File: config.mk
export PLATFORM = sky130hd
export DESIGN_NAME = eval_stack_arbiter
export DESIGN_NICKNAME = d
export VERILOG_FILES = /design/src/rtl/eval_stack_arbiter_pkg.sv /design/src/rtl/eval_stack_arbiter_rr_arb2.sv /design/src/rtl/eval_stack_arbiter.sv
export SDC_FILE = /design/constraint.sdc
export NUM_CORES = 1
export LEC_CHECK = 0
export CORE_MARGIN = 2
export CORE_UTILIZATION = 40
export DETAILED_ROUTE_END_ITERATION = 8
export GPL_TIMING_DRIVEN = 0
export PLACE_DENSITY = 0.88
export SYNTH_ARGS = -nofsm -noshare
export SYNTH_HDL_FRONTEND = slang
export SYNTH_SLANG_ARGS = --single-unit
File: constraint.sdc
create_clock -name clk -period 2 [get_ports clk]
set_input_delay 0.5 -clock clk [delete_from_list [all_inputs] [get_ports clk]]
set_output_delay 0.5 -clock clk [all_outputs]
set_load 0.1 [all_outputs]
File: src/rtl/eval_stack_arbiter_pkg.sv
// Shared definitions for the evaluation-stack arbiter: FSM state encoding,
// stack-op and requester encodings, and a one-hot helper.
package bali_pkg;

  typedef enum logic [1:0] {
    IDLE  = 2'd0,
    ISSUE = 2'd1,
    WAIT  = 2'd2,
    RESP  = 2'd3
  } arb_state_t;

  localparam logic OP_PUSH   = 1'b1;
  localparam logic OP_POP    = 1'b0;
  localparam logic REQ_CTRL  = 1'b0;
  localparam logic REQ_FRAME = 1'b1;

  // Turn a requester index into its one-hot grant/done vector
  function automatic logic [1:0] idx_to_onehot(input logic idx);
    return idx ? 2'b10 : 2'b01;
  endfunction

endpackage

File: src/rtl/eval_stack_arbiter_rr_arb2.sv
// Two-way winner select for the eval-stack arbiter.
// Build option BALI_ARB_ROUND_ROBIN_EN: when defined, ties alternate by
// favouring the requester not served last; otherwise requester 0 wins ties.
module rr_arb2
  import bali_pkg::*;
(
  input  logic       clk,
  input  logic       rst_n,
  input  logic [1:0] req,
  input  logic       upd,
  input  logic       upd_idx,
  output logic       win
);

  logic last_grant_r;

  // Remember the requester served by the most recently completed transaction
  always_ff @(posedge clk or negedge rst_n) begin
    if (!rst_n) begin
      last_grant_r <= 1'b1;
    end else if (upd) begin
      last_grant_r <= upd_idx;
    end else begin
      last_grant_r <= last_grant_r;
    end
  end

`ifdef BALI_ARB_ROUND_ROBIN_EN
  // Ties go to the requester that was not served last; singles win outright
  always_comb begin
    win = REQ_CTRL;
    if (req[0] && req[1]) begin
      win = ~last_grant_r;
    end else if (req[1]) begin
      win = REQ_FRAME;
    end else begin
      win = REQ_CTRL;
    end
  end
`else
  // Fixed priority leaves the served-last history without a consumer
  logic unused_s;
  assign unused_s = last_grant_r;

  // Requester 0 always wins ties; requester 1 wins only when alone
  always_comb begin
    win = REQ_CTRL;
    if (req[0]) begin
      win = REQ_CTRL;
    end else if (req[1]) begin
      win = REQ_FRAME;
    end else begin
      win = REQ_CTRL;
    end
  end
`endif

endmodule

File: src/rtl/eval_stack_arbiter.sv
// Shares the single evaluation-stack port between the bytecode control unit
// (requester 0) and the frame/invoke unit (requester 1). Serialises push/pop
// transactions, tracks occupancy and rejects overflow/underflow locally.
// Build option BALI_ARB_ROUND_ROBIN_EN selects round-robin tie breaking.
module eval_stack_arbiter
  import bali_pkg::*;
#(
  parameter int DATA_W = 32,
  parameter int DEPTH  = 64,
  parameter int CNT_W  = $clog2(DEPTH + 1)
) (
  input  logic                  clk,
  input  logic                  rst_n,
  input  logic [1:0]            req,
  input  logic [1:0]            push,
  input  logic [1:0][DATA_W-1:0] wdata,
  output logic [1:0]            gnt,
  output logic [1:0]            done,
  output logic                  err,
  output logic [DATA_W-1:0]     rdata,
  output logic [CNT_W-1:0]      depth,
  output logic                  evalpush,
  output logic [DATA_W-1:0]     evalwrite,
  output logic                  evaltrigger,
  input  logic [DATA_W-1:0]     evalread,
  input  logic                  evaldone
);

  localparam logic [CNT_W-1:0] DEPTH_FULL = CNT_W'(DEPTH);
  localparam logic [CNT_W-1:0] DEPTH_ZERO = {CNT_W{1'b0}};
  localparam logic [CNT_W-1:0] DEPTH_ONE  = CNT_W'(1);

  arb_state_t        state_r, state_nxt_s;
  logic [1:0]        gnt_r, gnt_nxt_s;
  logic [1:0]        done_r, done_nxt_s;
  logic              err_r, err_nxt_s;
  logic [DATA_W-1:0] rdata_r, rdata_nxt_s;
  logic [CNT_W-1:0]  depth_r, depth_nxt_s;
  logic              evalpush_r, evalpush_nxt_s;
  logic [DATA_W-1:0] evalwrite_r, evalwrite_nxt_s;
  logic              evaltrigger_r, evaltrigger_nxt_s;
  logic              win_r, win_nxt_s;
  logic              legal_r, legal_nxt_s;
  logic              arb_win_s;
  logic              rr_upd_s;

  // Served-last history advances as each transaction completes
  assign rr_upd_s = (state_r == RESP);

  rr_arb2 u_arb (
    .clk     (clk),
    .rst_n   (rst_n),
    .req     (req),
    .upd     (rr_upd_s),
    .upd_idx (win_r),
    .win     (arb_win_s)
  );

  // State and registered outputs; reset empties the stack view and aborts any op
  always_ff @(posedge clk or negedge rst_n) begin
    if (!rst_n) begin
      state_r       <= IDLE;
      gnt_r         <= 2'b00;
      done_r        <= 2'b00;
      err_r         <= 1'b0;
      rdata_r       <= {DATA_W{1'b0}};
      depth_r       <= DEPTH_ZERO;
      evalpush_r    <= 1'b0;
      evalwrite_r   <= {DATA_W{1'b0}};
      evaltrigger_r <= 1'b0;
      win_r         <= 1'b0;
      legal_r       <= 1'b0;
    end else begin
      state_r       <= state_nxt_s;
      gnt_r         <= gnt_nxt_s;
      done_r        <= done_nxt_s;
      err_r         <= err_nxt_s;
      rdata_r       <= rdata_nxt_s;
      depth_r       <= depth_nxt_s;
      evalpush_r    <= evalpush_nxt_s;
      evalwrite_r   <= evalwrite_nxt_s;
      evaltrigger_r <= evaltrigger_nxt_s;
      win_r         <= win_nxt_s;
      legal_r       <= legal_nxt_s;
    end
  end

  // Next-state sequencing: accept, issue or reject, wait for stack, respond
  always_comb begin
    state_nxt_s = state_r;
    case (state_r)
      IDLE: begin
        if (|req) state_nxt_s = ISSUE;
        else      state_nxt_s = IDLE;
      end
      ISSUE: begin
        if (legal_r) state_nxt_s = WAIT;
        else         state_nxt_s = RESP;
      end
      WAIT: begin
        if (evaldone) state_nxt_s = RESP;
        else          state_nxt_s = WAIT;
      end
      RESP:    state_nxt_s = IDLE;
      default: state_nxt_s = IDLE;
    endcase
  end

  // Next values of the registered outputs; legality is decided at accept time
  // so that the stack trigger can be a registered pulse during ISSUE
  always_comb begin
    gnt_nxt_s         = gnt_r;
    done_nxt_s        = 2'b00;
    err_nxt_s         = 1'b0;
    rdata_nxt_s       = rdata_r;
    depth_nxt_s       = depth_r;
    evalpush_nxt_s    = evalpush_r;
    evalwrite_nxt_s   = evalwrite_r;
    evaltrigger_nxt_s = 1'b0;
    win_nxt_s         = win_r;
    legal_nxt_s       = legal_r;
    case (state_r)
      IDLE: begin
        if (|req) begin
          win_nxt_s       = arb_win_s;
          gnt_nxt_s       = idx_to_onehot(arb_win_s);
          evalpush_nxt_s  = push[arb_win_s];
          evalwrite_nxt_s = wdata[arb_win_s];
          if (push[arb_win_s] == OP_PUSH) begin
            legal_nxt_s = (depth_r < DEPTH_FULL);
          end else begin
            legal_nxt_s = (depth_r > DEPTH_ZERO);
          end
          evaltrigger_nxt_s = legal_nxt_s;
        end else begin
          gnt_nxt_s = 2'b00;
        end
      end
      ISSUE: begin
        if (!legal_r) begin
          done_nxt_s = idx_to_onehot(win_r);
          err_nxt_s  = 1'b1;
        end else begin
          done_nxt_s = 2'b00;
          err_nxt_s  = 1'b0;
        end
      end
      WAIT: begin
        if (evaldone) begin
          done_nxt_s = idx_to_onehot(win_r);
          if (evalpush_r == OP_POP) begin
            rdata_nxt_s = evalread;
            depth_nxt_s = depth_r - DEPTH_ONE;
          end else begin
            depth_nxt_s = depth_r + DEPTH_ONE;
          end
        end else begin
          done_nxt_s = 2'b00;
        end
      end
      RESP: begin
        gnt_nxt_s = 2'b00;
      end
      default: begin
        gnt_nxt_s = 2'b00;
      end
    endcase
  end

  assign gnt         = gnt_r;
  assign done        = done_r;
  assign err         = err_r;
  assign rdata       = rdata_r;
  assign depth       = depth_r;
  assign evalpush    = evalpush_r;
  assign evalwrite   = evalwrite_r;
  assign evaltrigger = evaltrigger_r;

endmodule

Yosys cells after proc, flatten, opt, wreduce, memory -nomap -nowiden
Cells that the tools add are included.
{ "word_totals": {"reg_bits": 82, "inputBits": 103, "out_inout_bits": 78, "elab_cells": 49} }
{ "op_classes": {"n_addsub": 2, "magnitude_cmp": 3, "n_eq_ne": 3, "muxes": 23, "bitwise_logic": 1, "n_reduce_logical": 6} }
{ "op_table": {"columns": ["op", "count"], "rows": [
  ["2-to-1 mux 32 bit", 2],
  ["2-to-1 mux 1 bit", 12],
  ["2-to-1 mux 2 bit", 5],
  ["one-hot mux 2 bit (2 select lines)", 2],
  ["one-hot mux 2 bit (4 select lines)", 1],
  ["adder 7 x 1 -> 7 bit (second input constant)", 1],
  ["greater-than comparator 7 x 1 -> 1 bit (second input constant)", 1],
  ["less-than comparator 7 bit (second input constant)", 1],
  ["2-to-1 mux 7 bit", 1],
  ["subtractor 7 x 1 -> 7 bit (second input constant)", 1],
  ["equality test 2 bit (second input constant)", 2],
  ["AND reduction 2 bit", 2],
  ["AND reduction 3 bit", 1],
  ["equality test 2 x 1 -> 1 bit (second input constant)", 1],
  ["zero test 2 bit", 1],
  ["less-than comparator 1 x 2 -> 1 bit (second input constant)", 1],
  ["nonzero test 2 bit", 1],
  ["OR reduction 2 bit", 1],
  ["NOT 1 bit", 1]
]} }

Logic depth before layout (Yosys ltp)
Gate-level depths: netlist (run 1).
{ "logic_depth": {"word_depth": 7, "mapped_depth": 7, "ltp_nobuf": 7} }

Hierarchy
From an unflattened synthesis (run 1), not the netlist that was laid out.
{ "hier_totals": {"cells_unflattened": 296, "area_unflattened_um2": 3604.7} }
{ "modules_own_cells": {"columns": ["module", "instances", "cells_each", "area_per_inst_um2", "seq_area_each_um2"], "rows": [
  ["eval_stack_arbiter", 1, 295, 3590.9, 2052.0],
  ["rr_arb2", 1, 1, 13.8, 0.0]
]} }

Worst setup path after synthesis (run 1)
Ideal clock, no wire load.
{ "synth_path": {"kind": "register to register", "from": "register evalpush_r (netlist: evalpush)", "to": "register depth_r[6] (netlist: depth[6])", "setup_time_ns": 0.164, "arrival_ns": 2.286, "t_required_ns": 1.836, "path_slack_ns": -0.449, "path_stages_with_launch": 8, "n_path_buf": 0, "period_less_slack_ns": 2.449, "path_cell_list": "dfrtp_1 > inv_1 > fa_1 > a21o_1 > nand4_1 > nand3_1 > mux2i_1 > xor2_1"} }
{ "synth_via": {"elab_chain_len": 1} }
{ "synth_lines": {"columns": ["item", "line", "text"], "rows": [
  ["start: declaration", "eval_stack_arbiter.sv:39", "logic evalpush_r, evalpush_nxt_s;"],
  ["start signal: assignment", "eval_stack_arbiter.sv:80", "evalpush_r <= evalpush_nxt_s;"],
  ["2-to-1 mux 7 bit", "eval_stack_arbiter.sv:151", "if (evalpush_r == OP_POP) begin"],
  ["end signal: assignment", "eval_stack_arbiter.sv:79", "depth_r <= depth_nxt_s;"],
  ["end: declaration", "eval_stack_arbiter.sv:38", "logic [CNT_W-1:0] depth_r, depth_nxt_s;"]
]} }
Every way passes these cells.
A chain may end at the register's enable or synchronous reset.

Worst setup path in the final report (run 1)
{ "layout_path": {"from": "register depth_r[6] (netlist: depth[6])", "to": "output depth[6]"} }
{ "layout_lines": {"columns": ["item", "line", "text"], "rows": [
  ["end: declaration", "eval_stack_arbiter.sv:21", "output logic [CNT_W-1:0] depth,"]
]} }
No word-level cell between the ends.

==> summary.md, run 1 <==
| Metric | Value |
|---|---|
| Ys flop type | `dfrtp_1` |
| Post-route ant nets | `0` |
| Initial antenna violation count | `0` |
| CP cell instances | `clkdlybuf4s15_2` |
| H-Tree Depth | `3` |
| Core footprint | `0.00872 mm²` |
| Post-Synth Simple-Gate Area | `6.98%` |
| Vias in the first global route | `3,235` |
| Global route overflow | `0` |
| R2R depth | `7` |
| Complex-gate fraction of the synthesized area | `8.13%` |
| Crit share post-route | `95.1%` |
| Fin nets | `602` |
| Yosys reg bits | `82` |
| Post-Syn Nets | `410` |
| Drt drc | `0` |
| Vias | `2,996` |
| Ys async rst share | `100%` |
| IO Count | `181` |
| Die Width | `98.9 µm` |
| Data arrival, critical path | `1.40 ns` |
| Largest family of logic cells by synthesized area | `multiplexers` |
| Final setup viols | `0` |
| WHS | `0.105 ns` |
| Largest net degree at the start of global routing | `46` |
| Register clock-pin slew on the reported worst setup and hold paths | `0.09 ns` |
| Seq/Total Area, Yosys | `57.0%` |
| Worst relative slew slack | `62.2%` |
| Final wirelength | `9.80 mm` |
| Initial Utilization | `41.3%` |
| Max-cap violations | `0` |
| Full die area | `0.00978 mm²` |
| CP required | `1.50 ns` |
| Synth unique cells | `30` |
| RR Endpoint | `depth[5]$_DFFE_PN0P_` |
| DR iter-0 viols | `66` |
| First-pass GRT wire length | `15.9 mm` |
| Area grow syn2layout | `63.7%` |
| Number of flops mapped to enable cells by yosys | `0` |
| Hold Path Class | `in -> async` |
| Post-Synth XOR/XNOR Area | `1.46%` |
| All-Layer GR Usage | `20.3%` |
| Critical Path Max Stage Delay | `0.59 ns` |
| Adder-Cell Fraction of Synth Area | `3.68%` |
| Fillers | `660` |
| Die span in y | `98.9 µm` |
| Crit Path Max Fanout | `5` |
| Worst reg2reg setup slack | `0.17 ns` |
| Layout cells sized above 1 | `29.8%` |
| Hpwl dp | `7.59 mm` |
| CTS buffer count | `9` |
| Clock root cell | `clkbuf_8` |
| Min cycle time layout | `1.90 ns` |
| Pre-antenna DRT Iters | `4` |
| Crit path capture type | `output port` |
| Clock sink count | `82` |
| Kind of cell adding the most delay to the critical path | `buffers and inverters` |
| Post-CTS Setup Bufs | `0` |
| Slowest cell on the critical path | `clkdlybuf4s15_2` |
| Cell area after synthesis | `0.00360 mm²` |
| Synth Area per Inst | `12.1 µm²` |
| RSZ-0062 raised after global routing | `false` |
| Worst Setup Start Kind | `register` |
| Fmax | `526 MHz` |
| Outcome | `finished clean` |
| Final weighted congestion in routability-driven placement | `0.824` |
| Clock Path Buffers | `2` |
| Routed len/inst | `16.3 µm` |
| Crit Reg-Reg Startpoint | `evalpush$_DFFE_PN0P_` |
| Ant. Diodes | `0` |
| CTS tree | `yes` |
| Worst path buffer plus inverter count | `1` |
| Mapped Cells | `297` |
| Row count | `34` |
| Skew final | `0.00874 ns` |
| Via density | `4.98` |
| Hold_buf cts | `0` |
| Synth warn | `0` |
| Worst Tran Pin Value | `0.569 ns` |
| IO Port Bufs | `180` |
| Critical path class | `reg -> out` |
| Mux cell area share after synthesis | `19.8%` |
| Final Hold Fails | `0` |
| Clk_lat worst skew | `0.35 ns` |
| Slew Limit Fails | `0` |
-- placed cells by master (no fill, tap or decap), types with 2 or more instances in the layout --
| cell | count |
|---|---|
| buf_2 | 6 |
| clkbuf_8 | 10 |
| a21o_1 | 3 |
| mux2_2 | 33 |
| clkbuf_1 | 5 |
| dfrtp_2 | 4 |
| inv_1 | 3 |
| dfrtp_1 | 77 |
| nand3_1 | 5 |
| clkdlybuf4s15_2 | 78 |
| nand2_1 | 42 |
| nor2_1 | 2 |
| xnor2_1 | 4 |
| bufinv_16 | 2 |
| clkdlybuf4s50_1 | 101 |
| o21ai_0 | 39 |
| clkinv_4 | 2 |
| clkinvlp_4 | 2 |
| mux2i_1 | 34 |
| xor2_1 | 2 |
| buf_6 | 4 |
| nor2b_1 | 2 |
| ha_1 | 9 |
| a21oi_1 | 8 |
-- how the worst max path moves through the flow --
stage,slack [ns],end,depth (start not counted),start
after floorplan,0.006,depth[6]$_DFFE_PN0P_,5,depth[5]$_DFFE_PN0P_
after global placement,-2.89,evalpush$_DFFE_PN0P_,1,rst_n
after detailed placement,-0.28,evalwrite[10]$_DFFE_PN0P_,6,req[0]
after CTS,0.07,depth[6],1,depth[6]$_DFFE_PN0P_
after global routing,0.008,evalpush$_DFFE_PN0P_,6,req[0]
final,0.1,depth[6],1,depth[6]$_DFFE_PN0P_
-- cells in the mapped netlist, types with 2 or more instances --
master	n	area [µm²]
dfrtp_1	82	2050
nand2_1	42	158
o21ai_0	39	195
mux2i_1	34	340
mux2_2	33	372
ha_1	9	113
a21oi_1	8	40.0
buf_2	6	30.0
clkbuf_1	5	18.8
nand3_1	5	25.0
buf_6	4	45.0
inv_1	4	15.0
xnor2_1	4	35.0
a21o_1	3	22.5
nor2_1	2	7.51
nor2b_1	2	12.5
xor2_1	2	17.5
-- metrics by stage --
step | std cells | setup TNS (ns) | setup WS (ns) | utilization, % | area (µm²)
floorplan | 297 | 0 | 0.00553 | - | 3610
global placement | 585 | -200.95 | -2.89 | 63.6 | 5550
detailed placement | 586 | -9.11 | -0.276 | 63.8 | 5570
CTS | 602 | 0 | 0.0704 | 67.5 | 5890
global route | 602 | 0 | 0.00761 | 67.6 | 5900
finish | 602 | 0 | 0.0983 | 67.6 | 5900
-- state kept, by name, summed over array words and instances, names as in the netlist --
name and flops:
state_r 2, gnt 2, rdata 32, win_r 1
err 1, evaltrigger 1, depth 7, done 2
evalpush 1, evalwrite 32, legal_r 1
-- cells by family after synthesis --
family | Yosys count
buffers and inverters | 19
XOR/XNOR | 6
adder cells (fa/ha/maj) | 10
AO/OA/AOI/OAI | 55
multiplexers | 67
AND/OR/NAND/NOR | 58
flip-flops | 82
-- layout make-up --
cell class	instances	area (µm²)	area share, %
clock buffer	10	138	2.33
tap	108	135	2.29
multi-input combinational	196	1440	24.5
timing repair buffer	181	1920	32.5
buffer	15	93.8	1.59
sequential	82	2060	34.9
clock inverter	6	90.1	1.53
inverter	4	18.8	0.318
-- layer usage --
metal / track usage [%] / wire [µm] / vias up
met3: 6.67 / 940 / 9
li1: - / - / 1415
met4: 6.01 / 105 / 0
met2: 35.3 / 4870 / 134
met1: 24.0 / 3890 / 1438
met5: 0 / 0 / -
-- what timing repair did --
| item | in CTS | in global routing |
|---|---|---|
| gates resized for setup | 234 | 2 |
| setup endpoints to repair | 78 | 2 |
| pin swaps | 0 | 0 |
Power of run 1 is not shown: default switching activity piles up to over one toggle a cycle in this logic, so the estimate is an artifact.
==> run 2: changes to the inputs <==
SLEW_MARGIN = 20   (was not set)
==> results of run 2 <==
The final DEF is identical to that of run 1; final timing and power are the same.
Power of run 2 is left out for the same reason.
